===== config.mk =====
export PLATFORM = sky130hd
export DESIGN_NAME = mem_port_arbiter
export DESIGN_NICKNAME = d
export VERILOG_FILES = /design/src/rtl/mem_port_arbiter.sv
export SDC_FILE = /design/constraint.sdc
export NUM_CORES = 1
export LEC_CHECK = 0
export ABC_CLOCK_PERIOD_IN_PS = 1700
export BUFFER_PORTS_ARGS = -buffer_cell sky130_fd_sc_hd__buf_2
export CORE_AREA = 2 2 114 116
export DETAILED_ROUTE_END_ITERATION = 8
export DIE_AREA = 0 0 116 118
export HOLD_SLACK_MARGIN = 0.02
export PLACE_DENSITY = 0.62
export SYNTH_ARGS = -nofsm -noshare
export SYNTH_HDL_FRONTEND = slang
export SYNTH_SLANG_ARGS = --single-unit

===== constraint.sdc =====
create_clock -name clk -period 1.7 [get_ports clk]
set_clock_uncertainty 0.05 [all_clocks]
set_input_delay 0.17 -clock clk [delete_from_list [all_inputs] [get_ports clk]]
set_output_delay 0.17 -clock clk [all_outputs]
set_load 0.01 [all_outputs]

===== src/rtl/mem_port_arbiter.sv =====
// Round-robin arbiter sharing one word-wide Ram port between two requesters.
// Each transaction takes IDLE -> ACCESS -> RESP, with registered read data and a one-cycle ack.
module mem_port_arbiter #(
  parameter int unsigned ADDR_W = 32,
  parameter int unsigned DATA_W = 32
) (
  input  logic              clk,
  input  logic              rst_n,
  input  logic              req0,
  input  logic              we0,
  input  logic [ADDR_W-1:0] addr0,
  input  logic [DATA_W-1:0] wdata0,
  output logic              ack0,
  output logic [DATA_W-1:0] rdata0,
  input  logic              req1,
  input  logic              we1,
  input  logic [ADDR_W-1:0] addr1,
  input  logic [DATA_W-1:0] wdata1,
  output logic              ack1,
  output logic [DATA_W-1:0] rdata1,
  output logic [ADDR_W-1:0] mem_addr,
  output logic              mem_write_enable,
  output logic [DATA_W-1:0] mem_wdata,
  input  logic [DATA_W-1:0] mem_rdata,
  output logic              busy
);

  typedef enum logic [1:0] {IDLE, ACCESS, RESP} state_e;

  state_e            state_q, state_d;
  logic              grant_q, grant_d;
  logic              last_grant_q, last_grant_d;
  logic              ack0_q, ack0_d;
  logic              ack1_q, ack1_d;
  logic [DATA_W-1:0] rdata0_q, rdata0_d;
  logic [DATA_W-1:0] rdata1_q, rdata1_d;
  logic              sel_we;

  assign sel_we = grant_q ? we1 : we0;

  always_comb begin
    state_d      = state_q;
    grant_d      = grant_q;
    last_grant_d = last_grant_q;
    ack0_d       = 1'b0;
    ack1_d       = 1'b0;
    rdata0_d     = rdata0_q;
    rdata1_d     = rdata1_q;
    case (state_q)
      IDLE: begin
        if (req0 && req1) begin
          grant_d = ~last_grant_q;
          state_d = ACCESS;
        end else if (req0) begin
          grant_d = 1'b0;
          state_d = ACCESS;
        end else if (req1) begin
          grant_d = 1'b1;
          state_d = ACCESS;
        end
      end
      ACCESS: begin
        last_grant_d = grant_q;
        if (!sel_we) begin
          if (grant_q) rdata1_d = mem_rdata;
          else         rdata0_d = mem_rdata;
        end
        ack0_d  = ~grant_q;
        ack1_d  = grant_q;
        state_d = RESP;
      end
      RESP:    state_d = IDLE;
      default: state_d = IDLE;
    endcase
  end

  always_ff @(posedge clk or negedge rst_n) begin
    if (!rst_n) begin
      state_q      <= IDLE;
      grant_q      <= 1'b0;
      last_grant_q <= 1'b1;
      ack0_q       <= 1'b0;
      ack1_q       <= 1'b0;
      rdata0_q     <= '0;
      rdata1_q     <= '0;
    end else begin
      state_q      <= state_d;
      grant_q      <= grant_d;
      last_grant_q <= last_grant_d;
      ack0_q       <= ack0_d;
      ack1_q       <= ack1_d;
      rdata0_q     <= rdata0_d;
      rdata1_q     <= rdata1_d;
    end
  end

  // Port mux is gated by state so the idle requester never leaks onto the Ram bus
  always_comb begin
    mem_addr         = '0;
    mem_wdata        = '0;
    mem_write_enable = 1'b0;
    if (state_q == ACCESS) begin
      mem_addr         = grant_q ? addr1  : addr0;
      mem_wdata        = grant_q ? wdata1 : wdata0;
      mem_write_enable = sel_we;
    end
  end

  assign ack0   = ack0_q;
  assign ack1   = ack1_q;
  assign rdata0 = rdata0_q;
  assign rdata1 = rdata1_q;
  assign busy   = (state_q != IDLE);

endmodule

==> reports/qor.csv, run 1 <==
metric,value,unit
drt drc,0,
worst-skew pair later-pin latency,0.32,ns
Total Routing Usage GR,0.1672,
CP Launch Type,flip-flop,
# IOs,298,
RD Place Congestion,0.7637,
Pre-antenna DRT Iters,4,
top cell type's share of synthesized area,0.4783,
failing checks,setup timing,
Final Net Count,771,
die area,13690,sq um
post-route cell area,5964,sq um
Syn Area/Cell,11.99,sq um
"Power, Total",0.01075,W
placed instance count,755,
Starting Density,0.2908,
Worst Setup Path Type,flip-flop to flip-flop,
vias after detailed routing,3465,
Mapped Area,3610,sq um
CP Data Arrival Time,1.96,ns
root buf cell,clkbuf_16,
Fmax achieved,0.5532,GHz
Die W,116,um
Worst-path clk slew,0.06,ns
"Req. time, crit path",1.86,ns
synth unique cells,19,
RSZ-0062 raised after global routing,true,
initial DRC count,141,
CTS tree,done,
Placed Area,5318,sq um
largest net degree at the start of global routing,71,
Slew headroom,0.7575,
vias in the first global route,3554,
global-route wire length before repair,17.91,mm
Antenna Cells,0,
kind of cell adding the most delay to the critical path,flip-flops,
Yosys warning count,0,
Layout area overhead,65.23,%
CP max FO,8,
Final Cycle Share,1.063,
fin crit period,1.808,ns
Port Buffers,297,
cell mode on critical path,buf_6,
Post-Synthesis Cells,301,
met2 usage in global routing,0.3132,
Final setup viols,82,
Async SR Flop Fraction,1.000,
Hold WS,0.03740,ns
initial antenna violation count,0,
Worst path slowest cell,dfrtp_4,
most used flip-flop cell after synthesis,dfrtp_1,
row count,41,
global-route met3 utilization,0.03296,
routed wire length,11.95,mm
grt total ovfl,0,
status,finished with violations,
critical-path cell list,buf_6 > nor4b_4 > buf_6 > clkbuf_16 > mux2_4,
Buf/Inv on CP,3,
fillers,1181,
core area,12410,sq um
CTS Buf Count,9,
Synth top cells by count,"69 x dfrtp_1, 69 x nor2_1, 65 x mux2i_1, 61 x mux2_2, 10 x buf_2",
Least-Margin Pin Slew,0.3638,ns
worst vdd ir,0.0009032,V
final hold vios,0,
H-tree depth,3,
number of max-cap violations,0,
Final Max Slew Viols,0,
most crowded layer after global routing,met2,
P_leak,3.280,nW
final worst slack,-0.1077,ns
Post-Syn Nets,467,
Hold Path Class,primary input to flip-flop,
Pwr Density,1802,nW/um^2
Die Ht,118,um
final std cells w/o fill,782,
sequential area share after synthesis,0.4856,
Setup crit end kind,flip-flop,
#FFs+latches synth,70,
clock sinks,70,
DPL Wire Length,8.636,mm
vias per cell,4.431,
TNS Setup,-3.549,ns
synth top area cells,"dfrtp_1 48%, mux2_2 19%, mux2i_1 18%",
"EDFF count, synth",0,
Crit path largest cell delay,0.55,ns
"area leader, netlist",dfrtp_1,
ANT nets after route,0,
global-route track usage on met1,0.1868,
clock buffer depth,2,
layout cell share with drive strength beyond 1,0.6574,
Routed WL per cell,15.28,um
sequential cells by signal (all words and copies together) (netlist names):
| signal | flops |
|---|---|
| state_q | 2 |
| last_grant_q | 1 |
| grant_q | 1 |
| ack1 | 1 |
| rdata1 | 32 |
| ack0 | 1 |
| rdata0 | 32 |
power by group:
group / switching, W / internal (W)
clock network: 0.000687 / 0.00133
registers: 0.000482 / 0.00253
logic: 0.00271 / 0.00301
total: 0.00388 / 0.00687
placed cells by master (no fill, tap or decap), types with 2 or more instances in the layout:
cell type / count
buf_2: 297
nor2_1: 69
dfrtp_1: 67
mux2i_1: 62
mux2_4: 32
mux2_2: 31
clkbuf_16: 10
buf_12: 5
dlygate4sd3_1: 4
buf_6: 3
mux2i_2: 2
inv_1: 2
mux2_1: 2
bufinv_16: 2
buf_16: 2
buf_8: 2
buf_4: 2
worst reg2reg max path, delay by kind of cell (launching register included):
| kind | cells | cell delay [ns] |
|---|---|---|
| buffers and inverters | 3 | 0.51 |
| AND/OR/NAND/NOR | 1 | 0.28 |
| multiplexers | 1 | 0.30 |
| flip-flops | 1 | 0.55 |
stage by stage:
| step | worst slack, ns | util |
|---|---|---|
| floorplan | 0.1106 | - |
| global placement | 0.09222 | 0.4283 |
| detailed placement | 0.06849 | 0.4283 |
| CTS | -0.09882 | 0.4814 |
| global route | -0.1561 | 0.4804 |
| finish | -0.1077 | 0.4804 |
path summary, 6_finish.rpt:
path                       cells after the start  slack, ns             startpoint                       end
min in group asynchronous                      3       0.38                  rst_n    rdata1[22]$_DFFE_PN0P_
max in group asynchronous                      3       0.89                  rst_n  last_grant_q$_DFFE_PN1N_
hold reg to reg                                1       0.44  rdata1[6]$_DFFE_PN0P_     rdata1[6]$_DFFE_PN0P_
hold / removal                                 2       0.04          mem_rdata[21]    rdata0[21]$_DFFE_PN0P_
setup / recovery                               5      -0.11    grant_q$_DFFE_PN0P_    rdata0[17]$_DFFE_PN0P_
setup reg to reg                               5      -0.11    grant_q$_DFFE_PN0P_    rdata0[17]$_DFFE_PN0P_
cell families (layout without fill, tap and decap cells):
family,after synthesis,in the layout,synth area share
mux,130,130,0.3830
flops,70,70,0.4856
buf+inv,25,334,0.04021
compound gates,2,2,0.004507
simple gates,74,74,0.08666
cell type report:
class / count / area [sq um] / area share
well taps: 172 / 215.2 / 0.03608
multi-input cells: 206 / 1874 / 0.3142
clock buffers: 11 / 242.7 / 0.04070
inverters: 2 / 7.507 / 0.001259
repair buffers: 316 / 1785 / 0.2993
flip-flops and latches: 70 / 1758 / 0.2947
clock inverters: 5 / 81.33 / 0.01364
repair_timing:
action | in CTS | in global routing
setup endpoints to repair | 64 | 97
cloned | 4 | 1
hold endpoints to repair | 72 | 0
buffers inserted | 5 | 0
resized for setup | 42 | 9
pin swaps | 1 | 2
hold buffers | 4 | 0
layer usage:
layer | wire length (um) | part of all wire
met5 | 0 | 0
met4 | 245 | 0.021
met3 | 671 | 0.056
met2 | 6515 | 0.55
met1 | 4519 | 0.38
No activity file was read; power rests on OpenSTA's default activity.
==> run 2: changes to the inputs <==
Settings changed: BUFFER_PORTS_ARGS -buffer_cell sky130_fd_sc_hd__buf_2 to -buffer_cell sky130_fd_sc_hd__clkbuf_2, CAP_MARGIN set to 20, HOLD_SLACK_MARGIN 0.02 to 0.15.
==> reports/qor.csv, run 2 (same netlist as run 1, synthesis figures left out) <==
metric,value,unit,change
Slew headroom,0.7484,,-0.009082
routed wire length,12.73,mm,+6.5%
Hold Path Class,primary input to asynchronous set/reset pin,,
final std cells w/o fill,820,,+4.9%
Int Power,0.006826,W,-0.59%
root buf cell,clkbuf_16,,
RD Place Congestion,0.7654,,+0.22%
most frequent cells in the layout,"293 x clkbuf_2, 69 x nor2_1, 67 x dfrtp_1",,
vias in the first global route,3558,,+0.11%
core area,12410,sq um,unchanged
"Req. time, crit path",1.86,ns,about the same
Setup crit end kind,flip-flop,,
combinational share of power,0.541,,+0.009
RSZ-0062 raised after global routing,true,,
CP max FO,8,,unchanged
DPL Wire Length,8.627,mm,-0.11%
R2R cell count,5,,unchanged
Placed Area,5310,sq um,-0.14%
grt total ovfl,0,,unchanged
Pre-antenna DRT Iters,6,,+2
vias after detailed routing,3668,,+5.9%
worst-skew pair later-pin latency,0.33,ns,about the same
Die W,116,um,unchanged
NetSw,0.004047,W,+4.3%
ANT nets after route,0,,unchanged
CP Data Arrival Time,1.94,ns,-0.02 ns
pre-CTS setup slack,0.06239,ns,-0.006102 ns
final worst slack,-0.08083,ns,+0.02689 ns
status,finished with violations,,
Starting Density,0.2908,,unchanged
Die Ht,118,um,unchanged
final hold vios,0,,unchanged
CTS Buf Count,9,,unchanged
post-route cell area,6357,sq um,+6.6%
Final setup viols,96,,+17%
number of max-cap violations,0,,unchanged
failing checks,setup timing,,
layout cell share with drive strength beyond 1,0.6275,,-0.02987
CTS tree,done,,
"commonest non-fill, non-tap cell in the layout",clkbuf_2,,
worst vdd ir,0.0008104,V,-10%
clock buffer depth,2,,unchanged
Port Buffers,297,,unchanged
largest net degree at the start of global routing,71,,unchanged
Pwr Density,1710,nW/um^2,-5.1%
Least-Margin Pin Slew,0.3774,ns,+0.01362 ns
H-tree depth,3,,unchanged
Final Net Count,808,,+4.8%
Final Cycle Share,1.048,,-0.01582
Worst Setup Path Type,flip-flop to flip-flop,,
# IOs,298,,unchanged
initial antenna violation count,1,,+1
vias per cell,4.473,,+0.95%
Total Routing Usage GR,0.1613,,-0.005862
Final Max Slew Viols,0,,unchanged
initial DRC count,145,,+2.8%
die area,13690,sq um,unchanged
Clock power frac,0.175,,-0.012
placed instance count,754,,-0.13%
Layout area overhead,76.12,%,
P_leak,3.438,nW,+4.8%
row count,41,,unchanged
sw frac,0.3722,,+0.01123
global-route wire length before repair,17.42,mm,-2.7%
"Power, Total",0.01087,W,+1.2%
Worst-path clk slew,0.06,ns,about the same
part of the power in registers,0.284,,+0.004
Routed WL per cell,15.52,um,+1.6%
clock sinks,70,,unchanged
drt drc,0,,unchanged
CP Launch Type,flip-flop,,
fin crit period,1.781,ns,-0.02689 ns
Fmax achieved,0.5615,GHz,+1.5%
==> run 2: changes by cell type in the layout (fill, tap and decap cells not counted), sizes merged <==
cell | before | now
bufinv | 2 | 1
clkinv | 1 | 3
clkbuf | 12 | 308
dlygate4sd3 | 4 | 36
buf | 311 | 19
diode | 0 | 1
==> run 2: final timing paths <==
path | from | endpoint | slack [ns]
max | grant_q$_DFFE_PN0P_ | rdata1[30]$_DFFE_PN0P_ | -0.08
min | rst_n | rdata0[27]$_DFFE_PN0P_ | 0.34
max reg2reg | grant_q$_DFFE_PN0P_ | rdata1[30]$_DFFE_PN0P_ | -0.08
min reg2reg | rdata1[6]$_DFFE_PN0P_ | rdata1[6]$_DFFE_PN0P_ | 0.45
max in group asynchronous | rst_n | last_grant_q$_DFFE_PN1N_ | 0.91
min in group clk | we0 | rdata0[14]$_DFFE_PN0P_ | 0.35
==> run 2: per-layer routing <==
layer / GRT usage / part of all wire
met1: 0.1784 / 0.38
met2: 0.2964 / 0.54
met3: 0.03450 / 0.053
met4: 0.06101 / 0.022
met5: 0 / 0
==> run 2: power groups by stage <==
stage / Clock (W) / Sequential [W] / Combinational, W
after floorplan: 0 / 0.00332 / 0.00273
after global placement: 0 / 0.00299 / 0.00500
after detailed placement: 0 / 0.00304 / 0.00509
after CTS: 0.00194 / 0.00305 / 0.00543
after global routing: 0.00201 / 0.00318 / 0.00630
final: 0.00190 / 0.00309 / 0.00588
==> run 2: critical path, stage by stage, from the launching register on <==
cell and delay [ns]:
dfrtp_4 0.55, buf_4 0.16, nor4bb_4 0.19, buf_6 0.19, clkbuf_16 0.17, mux2_2 0.34
==> run 2: area by class of cell <==
type                       instances  area, sq um
antenna                            1        2.502
timing repair buffer             353         2226
fill                            1107         6057
inverter                           2        7.507
multi-input combinational        206         1841
tap                              172        215.2
sequential                        70         1758
clock buffer                      10        239.0
clock inverter                     6        68.82
==> run 2: metrics by stage <==
stage / TNS (ns) / hold WS (ns) / utilization
2_1_floorplan: 0 / -0.1756 / -
3_3_place_gp: 0 / 0.1685 / 0.4277
3_5_place_dp: 0 / 0.1785 / 0.4277
4_1_cts: -3.676 / 0.3581 / 0.4893
5_1_grt: -10.52 / 0.3717 / 0.5121
6_report: -3.345 / 0.3370 / 0.5121
==> run 2: timing repair <==
item	4_1_cts	5_1_grt
endpoints found under the hold margin	136	0
pin swaps	0	1
cloned	2	7
setup endpoints to repair	64	129
hold buffers	36	0
gates resized for setup	9	32
setup buffers	1	3
